[config.mk]
export PLATFORM = sky130hd
export DESIGN_NAME = jtframe_neptuno_joyser
export DESIGN_NICKNAME = d
export VERILOG_FILES = /design/src/rtl/jtframe_neptuno_joyser.sv
export SDC_FILE = /design/constraint.sdc
export NUM_CORES = 1
export LEC_CHECK = 0
export ABC_AREA = 1
export CORE_AREA = 5 5 97 136
export CTS_BUF_LIST = sky130_fd_sc_hd__clkbuf_4 sky130_fd_sc_hd__clkbuf_8
export DETAILED_ROUTE_END_ITERATION = 10
export DIE_AREA = 0 0 102 141
export GPL_TIMING_DRIVEN = 0
export MAX_ROUTING_LAYER = met4
export REMOVE_ABC_BUFFERS = 1
export SETUP_SLACK_MARGIN = 0.2
export SLEW_MARGIN = 20
export SYNTH_ARGS = -nofsm -noshare
export SYNTH_HDL_FRONTEND = slang
export SYNTH_SLANG_ARGS = --single-unit
export TNS_END_PERCENT = 1
[constraint.sdc]
create_clock -name clk -period 1.98 [get_ports clk]
set_clock_uncertainty 0.1 [all_clocks]
set_input_delay 0.396 -clock clk [delete_from_list [all_inputs] [get_ports clk]]
set_output_delay 0.396 -clock clk [all_outputs]
set_load 0.1 [all_outputs]
[src/rtl/jtframe_neptuno_joyser.sv]
// Purpose: scan two DB9 joysticks through the board's external PISO shift register and glitch-filter them.
// Latency: one frame = GAP + DIV + 2*DIV*NBITS + 1 clk cycles; buses change only when two consecutive frames match.
// Backpressure: none; free-running scan, outputs hold between accepted frames.
module jtframe_neptuno_joyser #(
  parameter int DIV   = 8,
  parameter int NBITS = 16,
  parameter int GAP   = 16
) (
  input  logic             clk,
  input  logic             rst_n,
  input  logic             joy_data,
  output logic             joy_clk,
  output logic             joy_load,
  output logic [5:0]       joy1_bus,
  output logic [5:0]       joy2_bus,
  output logic [NBITS-1:0] raw,
  output logic             frame_stb
);

  localparam int PW = (DIV > 1) ? $clog2(DIV) : 1;
  localparam int GW = (GAP > 1) ? $clog2(GAP) : 1;
  localparam int BW = $clog2(NBITS + 1);
  localparam int B1 = NBITS - 1;      // joy1 "up" bit
  localparam int B2 = NBITS / 2 - 1;  // joy2 "up" bit

  localparam logic [2:0] IDLE     = 3'd0;
  localparam logic [2:0] LOAD     = 3'd1;
  localparam logic [2:0] SHIFT_LO = 3'd2;
  localparam logic [2:0] SHIFT_HI = 3'd3;
  localparam logic [2:0] COMMIT   = 3'd4;

  localparam logic [PW-1:0] PH_LAST  = PW'(DIV - 1);
  localparam logic [GW-1:0] GAP_LAST = GW'(GAP - 1);
  localparam logic [BW-1:0] BIT_LAST = BW'(NBITS - 1);

  logic [2:0]       state;
  logic [2:0]       state_nxt;
  logic [PW-1:0]    phase;
  logic [GW-1:0]    gap_cnt;
  logic [BW-1:0]    bit_cnt;
  logic [NBITS-1:0] sr;
  logic [NBITS-1:0] prev;
  logic             phase_done;
  logic [5:0]       j1_map;
  logic [5:0]       j2_map;

  assign phase_done = (phase == PH_LAST);

  // Bus layout is {fire2, fire1, up, down, left, right}, all active low.
  assign j1_map = {sr[B1-5], sr[B1-4], sr[B1], sr[B1-1], sr[B1-2], sr[B1-3]};
  assign j2_map = {sr[B2-5], sr[B2-4], sr[B2], sr[B2-1], sr[B2-2], sr[B2-3]};

  // Next-state decode; unknown encodings fall back to IDLE.
  always_comb begin
    state_nxt = state;
    case (state)
      IDLE:     if (gap_cnt == GAP_LAST) state_nxt = LOAD;
      LOAD:     if (phase_done) state_nxt = SHIFT_LO;
      SHIFT_LO: if (phase_done) state_nxt = SHIFT_HI;
      SHIFT_HI: if (phase_done) state_nxt = (bit_cnt == BIT_LAST) ? COMMIT : SHIFT_LO;
      COMMIT:   state_nxt = IDLE;
      default:  state_nxt = IDLE;
    endcase
  end

  // Sequencer, shift capture and frame acceptance. Pin outputs are decoded
  // from the next state so they are registered yet aligned with the state.
  always_ff @(posedge clk) begin
    if (!rst_n) begin
      state     <= IDLE;
      phase     <= '0;
      gap_cnt   <= '0;
      bit_cnt   <= '0;
      sr        <= '1;
      prev      <= '1;
      raw       <= '1;
      joy1_bus  <= 6'h3F;
      joy2_bus  <= 6'h3F;
      frame_stb <= 1'b0;
      joy_clk   <= 1'b1;
      joy_load  <= 1'b1;
    end else begin
      state     <= state_nxt;
      joy_load  <= (state_nxt != LOAD);
      joy_clk   <= (state_nxt != SHIFT_LO);
      frame_stb <= 1'b0;

      // Phase counter restarts on every state change, counts only in timed phases.
      if (state_nxt != state) begin
        phase <= '0;
      end else if (state == LOAD || state == SHIFT_LO || state == SHIFT_HI) begin
        phase <= phase + PW'(1);
      end else begin
        phase <= '0;
      end

      if (state == IDLE && state_nxt == IDLE) begin
        gap_cnt <= gap_cnt + GW'(1);
      end else begin
        gap_cnt <= '0;
      end

      case (state)
        IDLE, LOAD: bit_cnt <= '0;
        SHIFT_LO: begin
          // Sample just before the rising edge that advances the external register.
          if (phase_done) sr <= {sr[NBITS-2:0], joy_data};
        end
        SHIFT_HI: begin
          if (phase_done) bit_cnt <= bit_cnt + BW'(1);
        end
        COMMIT: begin
          // Two identical consecutive frames are required before the buses move.
          if (sr == prev) begin
            raw       <= sr;
            joy1_bus  <= j1_map;
            joy2_bus  <= j2_map;
            frame_stb <= 1'b1;
          end
          prev <= sr;
        end
        default: bit_cnt <= '0;
      endcase
    end
  end

endmodule

==> impl_metrics.json, run 1 <==
{
  "status": "finished, final reports clean",
  "antenna_cells": 0,
  "slew_viol_final": 0,
  "path_max_fanout": 3,
  "grt_util_met3_pct": 2.574,
  "period_needed_ns": 1.760,
  "num_io_pins": 34,
  "critPathTopFamily": "buffers and inverters",
  "worstMarginPinSlew_ns": 0.5544,
  "ys_seq_elements": 66,
  "synth.yosys.seq_area_share_pct": 45.75,
  "vias_per_cell": 4.420,
  "combPwrFrac_pct": 1.5,
  "clkPwrFrac_pct": 46.3,
  "max_clock_freq_ghz": 0.5682,
  "core-area_sq_um": 11950,
  "finalInstanceArea_sq_um": 3593,
  "gr-usage-met1_pct": 10.87,
  "die-area_sq_um": 14380,
  "grt_busiest_layer": "met2",
  "fill_cells": 1242,
  "syn_inst": 370,
  "required_ns": 1.48,
  "cp.arrival_ns": 1.26,
  "synth_area_sq_um": 2888,
  "nNetsFinal": 409,
  "criticalPathCategory": "flip-flop to output pin",
  "clock_latency_ns": 0.34,
  "rsz0062_at_grt": "true",
  "final_layout_size_suffix_gt1_share_pct": 19.75,
  "grt_use_total_pct": 9.948,
  "wl_per_cell_um": 11.80,
  "h-tree-depth": 3,
  "maxCapViolations": 0,
  "syn_to_final_growth_pct": 24.44,
  "io_buffer_count": 33,
  "cp_cell_sequence": "clkdlybuf4s18_2",
  "routabilityCongestion": 0.7690,
  "clkSlewWorstSetupHoldPaths_ns": 0.07,
  "setup_tns_ns": 0,
  "layout_worst_path_cycle_share_pct": 88.88,
  "rows": 48,
  "grt_pass1_wl_um": 10980,
  "clock_path_buffers": 2,
  "placed_area_sq_um": 3271,
  "die_h_um": 141,
  "drtAntennaViolNets": 0,
  "crit_buf_inv": 1,
  "hp-class": "flip-flop to flip-flop",
  "critPathLaunchType": "flip-flop",
  "met2_usage_pct": 16.89,
  "synthDistinctLibCells": 29,
  "slowest_stage": "clkdlybuf4s18_2",
  "hold_viol": 0,
  "cts.sinks": 66,
  "slew_headroom_pct": 63.21,
  "antenna_found_initial": 0,
  "critPathMaxStageDelay_ns": 0.56,
  "swShare_pct": 20.44,
  "grt_overflow_total": 0,
  "p_seq_share_pct": 52.2,
  "yosys.area.top_type": "dfxtp_1",
  "power.switching_mw": 0.5233,
  "drt_iter0_drc": 190,
  "grt_max_degree": 28,
  "dieWidth_um": 102,
  "critPathCaptureType": "output pin",
  "start_util_pct": 24.16,
  "finalSetupViolations": 0,
  "avgSynthCellArea_sq_um": 7.805,
  "p_per_area_nw_per_um2": 712.6,
  "firstDrtPassIters": 4,
  "synth.area.top_cells": "dfxtp_1 46%, nand2_1 14%, nand3_1 6.8%, o211ai_1 4.4%, nand4_1 4.1%",
  "dpl.hpwl_um": 4231,
  "yosys_warnings": 0,
  "drc": 0,
  "cts_tree": "done",
  "power.leakage_nw": 1.708,
  "ir_worst_vdd_mv": 0.2763,
  "yosysTopAreaCellShare_pct": 45.75,
  "cts_buffers": 9,
  "cts_root_buf": "clkbuf_8",
  "wl_um": 6549,
  "vias": 2453,
  "grt_pass1_vias": 2374,
  "intPower_mw": 2.037
}
==> Yosys cell counts (all sizes together) <==
cell type    n
xor2         2
nor2        30
nor3         1
nand2      109
ha           6
nand3b       1
nand3       41
xnor2        7
o21ai        2
nand4       19
a21oi        4
nor4         1
o211ai      17
inv         36
clkbuf       7
a211oi       1
dfxtp       66
buf         19
nor3b        1
==> kinds of logic after synthesis <==
group | after synthesis | synth area share, %
AO/OA/AOI/OAI | 24 | 5.719
XOR/XNOR | 9 | 2.730
buffers and inverters | 62 | 10.14
AND/OR/NAND/NOR | 203 | 33.06
flip-flops | 66 | 45.75
adder cells (fa/ha/maj) | 6 | 2.600
==> power by group through the flow <==
stage                     combinational [mW]  sequential (mW)  clock (mW)
after global placement                0.0326             1.37           0
after detailed placement              0.0387             1.37           0
after CTS                             0.0387             1.34        1.21
after floorplan                       0.0106             1.37           0
after global routing                  0.0437             1.34        1.27
final                                 0.0379             1.34        1.19
==> layout by cell type (no fill, tap or decap), types with 3 or more instances in the layout <==
cell,count
xnor2_1,7
dfxtp_1,65
buf_4,10
buf_2,6
o211ai_1,17
clkbuf_4,3
nand3_1,39
clkbuf_8,11
inv_1,29
inv_2,6
nand4_1,19
nand2_1,106
a21oi_1,4
clkdlybuf4s18_2,3
ha_1,5
nor2_1,26
clkdlybuf4s15_2,23
nor2_4,3
==> layer usage <==
layer	share of wire (%)	vias up
li1	-	1253
met1	42	1146
met2	52	45
met3	5.2	9
met4	1.4	0
met5	0	-
==> sequential cells by signal (all words and copies together), names as in the netlist <==
register / flops
sr: 16
bit_cnt: 5
gap_cnt: 4
joy1_bus: 5
joy2_bus: 5
joy_clk: 1
raw: 6
prev: 16
state: 3
phase: 3
joy_load: 1
frame_stb: 1
==> repair_timing <==
| action | CTS | global route |
|---|---|---|
| hold endpoints to repair | 0 | 0 |
| gates resized for setup | 110 | 3 |
| hold buffers | 0 | 0 |
| pin swaps | 3 | 3 |
| buffers inserted | 3 | 7 |
| cloned | 1 | 0 |
| setup endpoints to repair | 54 | 51 |
==> cell type report <==
cell class	instances	area (sq um)	share of cell area, %
clock buffers	14	173.9	4.840
clock inverters	2	35.03	0.9749
inverters	36	137.6	3.830
multi-input cells	243	1305	36.32
flip-flops and latches	66	1323	36.80
well taps	150	187.7	5.223
repair buffers	44	431.7	12.01
==> final timing paths <==
check,cells after the start,endpoint,from,slack (ns)
hold / removal,1,phase[0],phase[0],0.33
setup reg to reg,7,joy1_bus[0],sr[3],0.24
setup / recovery,1,raw[5],joy2_bus[1],0.22
hold reg to reg,1,phase[0],phase[0],0.33
==> metrics by stage <==
step	std cells	utilization, %	setup WS (ns)	power [mW]	hold slack, ns
after floorplan	344	-	-0.08483	1.376	0.2992
after global placement	527	27.18	-1.191	1.398	0.3078
after detailed placement	528	27.37	-0.1257	1.405	0.3280
after CTS	548	29.52	0.07237	2.585	0.3381
after global routing	555	30.07	0.09150	2.654	0.3600
final	555	30.07	0.2201	2.561	0.3311
(Power assumes the default switching activity.)
==> inputs of run 2 (changes only) <==
--- a/config.mk
+++ b/config.mk
@@ -6,10 +6,10 @@
 export NUM_CORES = 1
 export LEC_CHECK = 0
 export ABC_AREA = 1
-export CORE_AREA = 5 5 97 136
+export CORE_AREA = 2 2 94 133
 export CTS_BUF_LIST = sky130_fd_sc_hd__clkbuf_4 sky130_fd_sc_hd__clkbuf_8
 export DETAILED_ROUTE_END_ITERATION = 10
-export DIE_AREA = 0 0 102 141
+export DIE_AREA = 0 0 96 135
 export GPL_TIMING_DRIVEN = 0
 export MAX_ROUTING_LAYER = met4
 export REMOVE_ABC_BUFFERS = 1
==> impl_metrics.json, run 2 (same netlist as run 1, synthesis figures left out) <==
{
  "status": "finished, final reports clean",
  "hold_viol": 0,
  "cp_cell_sequence": "clkdlybuf4s15_2",
  "cts.sinks": 66,
  "cp.arrival_ns": 1.26,
  "dieWidth_um": 96,
  "hp-class": "input pin to flip-flop",
  "fin_util_pct": 30.98,
  "slew_viol_final": 0,
  "criticalPathCategory": "flip-flop to output pin",
  "critPathCaptureType": "output pin",
  "holdWs_ns": 0.2647,
  "antenna_found_initial": 0,
  "h-tree-depth": 3,
  "grt_pass1_vias": 2200,
  "worstMarginPinSlew_ns": 0.5530,
  "clock_path_buffers": 2,
  "grt_use_total_pct": 10.04,
  "reg_top3": "prev: 16 flops, sr: 16 flops, raw: 6 flops",
  "critPathTopFamily": "buffers and inverters",
  "ir_worst_vdd_mv": 0.2650,
  "r2r_slack_ns": 0.25,
  "nNetsFinal": 407,
  "clkSlewWorstSetupHoldPaths_ns": 0.07,
  "core-area_sq_um": 11700,
  "wl_per_cell_um": 11.54,
  "instances_no_fill": 550,
  "max_clock_freq_ghz": 0.5684,
  "cts_buffers": 9,
  "vias": 2458,
  "rsz0062_at_grt": "true",
  "syn_to_final_growth_pct": 25.56,
  "clock_latency_ns": 0.34,
  "die-area_sq_um": 12960,
  "firstDrtPassIters": 4,
  "final_common_cell": "nand2_1",
  "layout_worst_path_cycle_share_pct": 88.86,
  "p_per_area_nw_per_um2": 727.4,
  "cts_tree": "done",
  "slowest_stage": "clkdlybuf4s15_2",
  "io_buffer_count": 33,
  "maxCapViolations": 0,
  "die_h_um": 135,
  "vias_per_cell": 4.469,
  "finalSetupViolations": 0,
  "drtAntennaViolNets": 0,
  "crit_buf_inv": 1,
  "routabilityCongestion": 0.7966,
  "critPathMaxStageDelay_ns": 0.56,
  "grt_max_degree": 44,
  "grt_pass1_wl_um": 9922,
  "final_cell_mix": "106 x nand2_1, 65 x dfxtp_1, 39 x nand3_1",
  "start_util_pct": 24.68,
  "cts_root_buf": "clkbuf_8",
  "finalInstanceArea_sq_um": 3626,
  "rows": 47,
  "period_needed_ns": 1.759,
  "power.leakage_nw": 1.715,
  "wl_um": 6346,
  "path_max_fanout": 3,
  "drt_iter0_drc": 129,
  "grt_overflow_total": 0,
  "slew_headroom_pct": 63.31,
  "placed_area_sq_um": 3259,
  "drc": 0,
  "required_ns": 1.48,
  "num_io_pins": 34,
  "antenna_cells": 0,
  "final_layout_size_suffix_gt1_share_pct": 19.35,
  "fill_cells": 1217,
  "dpl.hpwl_um": 3925,
  "dpl.cell_count": 525,
  "critPathLaunchType": "flip-flop"
}
==> run 2: cell type report <==
class,instances,area (sq um),area share [%]
inverter,36,137.6,3.796
timing repair buffer,41,436.7,12.04
clock buffer,11,145.1,4.003
sequential,66,1323,36.47
tap,147,183.9,5.072
clock inverter,5,77.57,2.139
multi-input combinational,244,1323,36.47
==> run 2: metrics by stage <==
| step | total power, mW | setup WS, ns | setup TNS (ns) |
|---|---|---|---|
| finish | 2.637 | 0.2205 | 0 |
| global route | 2.718 | 0.1268 | 0 |
| floorplan | 1.376 | -0.08483 | -2.036 |
| global placement | 1.398 | -1.174 | -49.70 |
| detailed placement | 1.404 | -0.07736 | -1.197 |
| CTS | 2.659 | 0.03888 | 0 |
==> run 2: worst paths after layout <==
check / end / start / cells after the start
worst min register to register: phase[0] / phase[0] / 1
worst min-delay path: joy1_bus[0] / rst_n / 2
worst max-delay path: raw[13] / joy1_bus[1] / 1
worst max register to register: raw[10] / state[0] / 8
==> run 2: report_power, final <==
part,switching [mW],leakage [nW],internal [mW]
clock,0.512,0.113,0.753
combinational,0.0247,1.07,0.0119
sequential,0.00375,0.535,1.33
total,0.540,1.71,2.10
==> run 2: timing repair <==
item / 4_1_cts / 5_1_grt
hold buffers: 0 / 0
buffers inserted: 0 / 7
gates resized for setup: 101 / 4
pin swaps: 4 / 3
endpoints found under the setup margin: 52 / 53
gates cloned: 1 / 1
==> run 2: layer usage <==
layer / track usage, % / wire, um
met5: - / 0
met4: 4.603 / 65
met3: 2.009 / 250
met2: 16.40 / 3149
met1: 11.71 / 2881
==> inputs of run 3 (changes only) <==
--- a/config.mk
+++ b/config.mk
@@ -6,12 +6,15 @@
 export NUM_CORES = 1
 export LEC_CHECK = 0
 export ABC_AREA = 1
+export CELL_PAD_IN_SITES_DETAIL_PLACEMENT = 0
+export CELL_PAD_IN_SITES_GLOBAL_PLACEMENT = 1
 export CORE_AREA = 2 2 94 133
 export CTS_BUF_LIST = sky130_fd_sc_hd__clkbuf_4 sky130_fd_sc_hd__clkbuf_8
 export DETAILED_ROUTE_END_ITERATION = 10
 export DIE_AREA = 0 0 96 135
 export GPL_TIMING_DRIVEN = 0
 export MAX_ROUTING_LAYER = met4
+export PLACE_DENSITY_LB_ADDON = 0.1
 export REMOVE_ABC_BUFFERS = 1
 export SETUP_SLACK_MARGIN = 0.2
 export SLEW_MARGIN = 20
==> constraint.sdc (replaced) <==
create_clock -name clk -period 1.98 [get_ports clk]
set_clock_uncertainty 0.1 [all_clocks]
set_input_delay 0.198 -clock clk [delete_from_list [all_inputs] [get_ports clk]]
set_output_delay 0.198 -clock clk [all_outputs]
set_load 0.1 [all_outputs]
==> impl_metrics.json, run 3 (same netlist as run 1, synthesis figures left out) <==
{
  "rows": 47,
  "path_max_fanout": 3,
  "drt_iter0_drc": 91,
  "cp_cell_sequence": "dlygate4sd2_1",
  "syn_to_final_growth_pct": 22.70,
  "antenna_cells": 0,
  "core-area_sq_um": 11700,
  "finalSetupViolations": 0,
  "critPathCaptureType": "output pin",
  "clkPwrFrac_pct": 44.3,
  "cts.sinks": 66,
  "hold_viol": 0,
  "antenna_found_initial": 0,
  "num_io_pins": 34,
  "period_needed_ns": 1.856,
  "layout_worst_path_cycle_share_pct": 93.73,
  "cts_hold_buf": 0,
  "grt_pass1_wl_um": 12360,
  "dpl.hpwl_um": 4574,
  "setup_tns_ns": 0,
  "max_clock_freq_ghz": 0.5388,
  "final_cell_mix": "107 x nand2_1, 66 x dfxtp_1, 39 x nand3_1",
  "io_buffer_count": 33,
  "firstDrtPassIters": 4,
  "final_layout_size_suffix_gt1_share_pct": 11.39,
  "grt_max_degree": 33,
  "reg_top3": "prev: 16 flops, sr: 16 flops, raw: 6 flops",
  "drc": 0,
  "vias": 2458,
  "critPathMaxStageDelay_ns": 0.86,
  "required_ns": 1.68,
  "grt_use_total_pct": 12.91,
  "start_util_pct": 24.68,
  "swShare_pct": 23.07,
  "maxCapViolations": 0,
  "p_seq_share_pct": 54.2,
  "wl_um": 7274,
  "slew_viol_final": 0,
  "drtAntennaViolNets": 0,
  "cp.arrival_ns": 1.56,
  "cts_tree": "done",
  "worstMarginPinSlew_ns": 0.9603,
  "routabilityCongestion": 0.7484,
  "critPathLaunchType": "flip-flop",
  "critPathTopFamily": "buffers and inverters",
  "cts_buffers": 9,
  "nNetsFinal": 408,
  "final_common_cell": "nand2_1",
  "placed_area_sq_um": 3259,
  "power.leakage_nw": 1.633,
  "intPower_mw": 1.896,
  "layout_setup_ws_ns": 0.1241,
  "clock_path_buffers": 2,
  "hp-class": "input pin to flip-flop",
  "criticalPathCategory": "flip-flop to output pin",
  "h-tree-depth": 3,
  "fin_util_pct": 30.28,
  "finalInstanceArea_sq_um": 3543,
  "crit_buf_inv": 1,
  "holdWs_ns": 0.1852,
  "die_h_um": 135,
  "p_per_area_nw_per_um2": 695.7,
  "dpl.cell_count": 525,
  "combPwrFrac_pct": 1.6,
  "clock_latency_ns": 0.35,
  "fin_total_pwr_mw": 2.465,
  "grt_pass1_vias": 2444,
  "cts_root_buf": "clkbuf_8",
  "power.switching_mw": 0.5687,
  "vias_per_cell": 4.461,
  "slowest_stage": "dlygate4sd2_1",
  "slew_headroom_pct": 36.23,
  "grt_overflow_total": 0,
  "ir_worst_vdd_mv": 0.2795,
  "wl_per_cell_um": 13.20,
  "pre_cts_ws_ns": -0.2196,
  "instances_no_fill": 551,
  "clkSlewWorstSetupHoldPaths_ns": 0.08,
  "rsz0062_at_grt": "true",
  "dieWidth_um": 96,
  "status": "finished, final reports clean",
  "die-area_sq_um": 12960
}
[run 3: cell types whose count changed in the layout (fill, tap and decap cells not counted), moves of 2 or more]
cell,delta
clkbuf_8,+2
clkdlybuf4s15_1,+3
buf_12,+2
bufinv_16,-2
dlygate4sd2_1,+27
buf_2,-2
clkdlybuf4s15_2,-29
[run 3: cell type report]
type | instances | area, sq um
Fill cell | 1293 | 8159
Sequential cell | 66 | 1321
Multi-Input combinational cell | 243 | 1300
Timing Repair Buffer | 43 | 411.6
Tap cell | 147 | 183.9
Clock buffer | 12 | 165.2
Inverter | 36 | 136.4
Clock inverter | 4 | 25.02
[run 3: path summary, 6_finish.rpt]
path | start | endpoint | slack [ns] | cells past startpoint
setup / recovery | joy1_bus[3] | raw[15] | 0.12 | 1
hold / removal | rst_n | joy1_bus[4] | 0.19 | 2
setup reg to reg | sr[5] | joy2_bus[0] | 0.20 | 7
hold reg to reg | phase[0] | phase[0] | 0.32 | 1
[run 3: power by group through the flow]
| stage | combinational (mW) | clock [mW] | sequential [mW] |
|---|---|---|---|
| 6_report | 0.0388 | 1.09 | 1.34 |
| 5_1_grt | 0.0443 | 1.20 | 1.34 |
| 4_1_cts | 0.0402 | 1.15 | 1.33 |
| 3_5_place_dp | 0.0401 | 0 | 1.37 |
| 3_3_place_gp | 0.0358 | 0 | 1.37 |
| 2_1_floorplan | 0.0106 | 0 | 1.37 |
[run 3: what timing repair did]
action,4_1_cts,5_1_grt
pin swaps,3,1
gates resized for setup,34,6
cloned,1,0
endpoints found under the setup margin,56,68
setup buffers,9,0
[run 3: routing by layer]
| metal | up-vias | track usage, % | part of all wire, % | wire length, um |
|---|---|---|---|---|
| met5 | - | - | 0 | 0 |
| met4 | 0 | 6.429 | 2.2 | 159 |
| met3 | 10 | 1.842 | 2.3 | 164 |
| met2 | 33 | 21.14 | 51 | 3744 |
| met1 | 1157 | 15.21 | 44 | 3206 |
| li1 | 1258 | - | - | - |
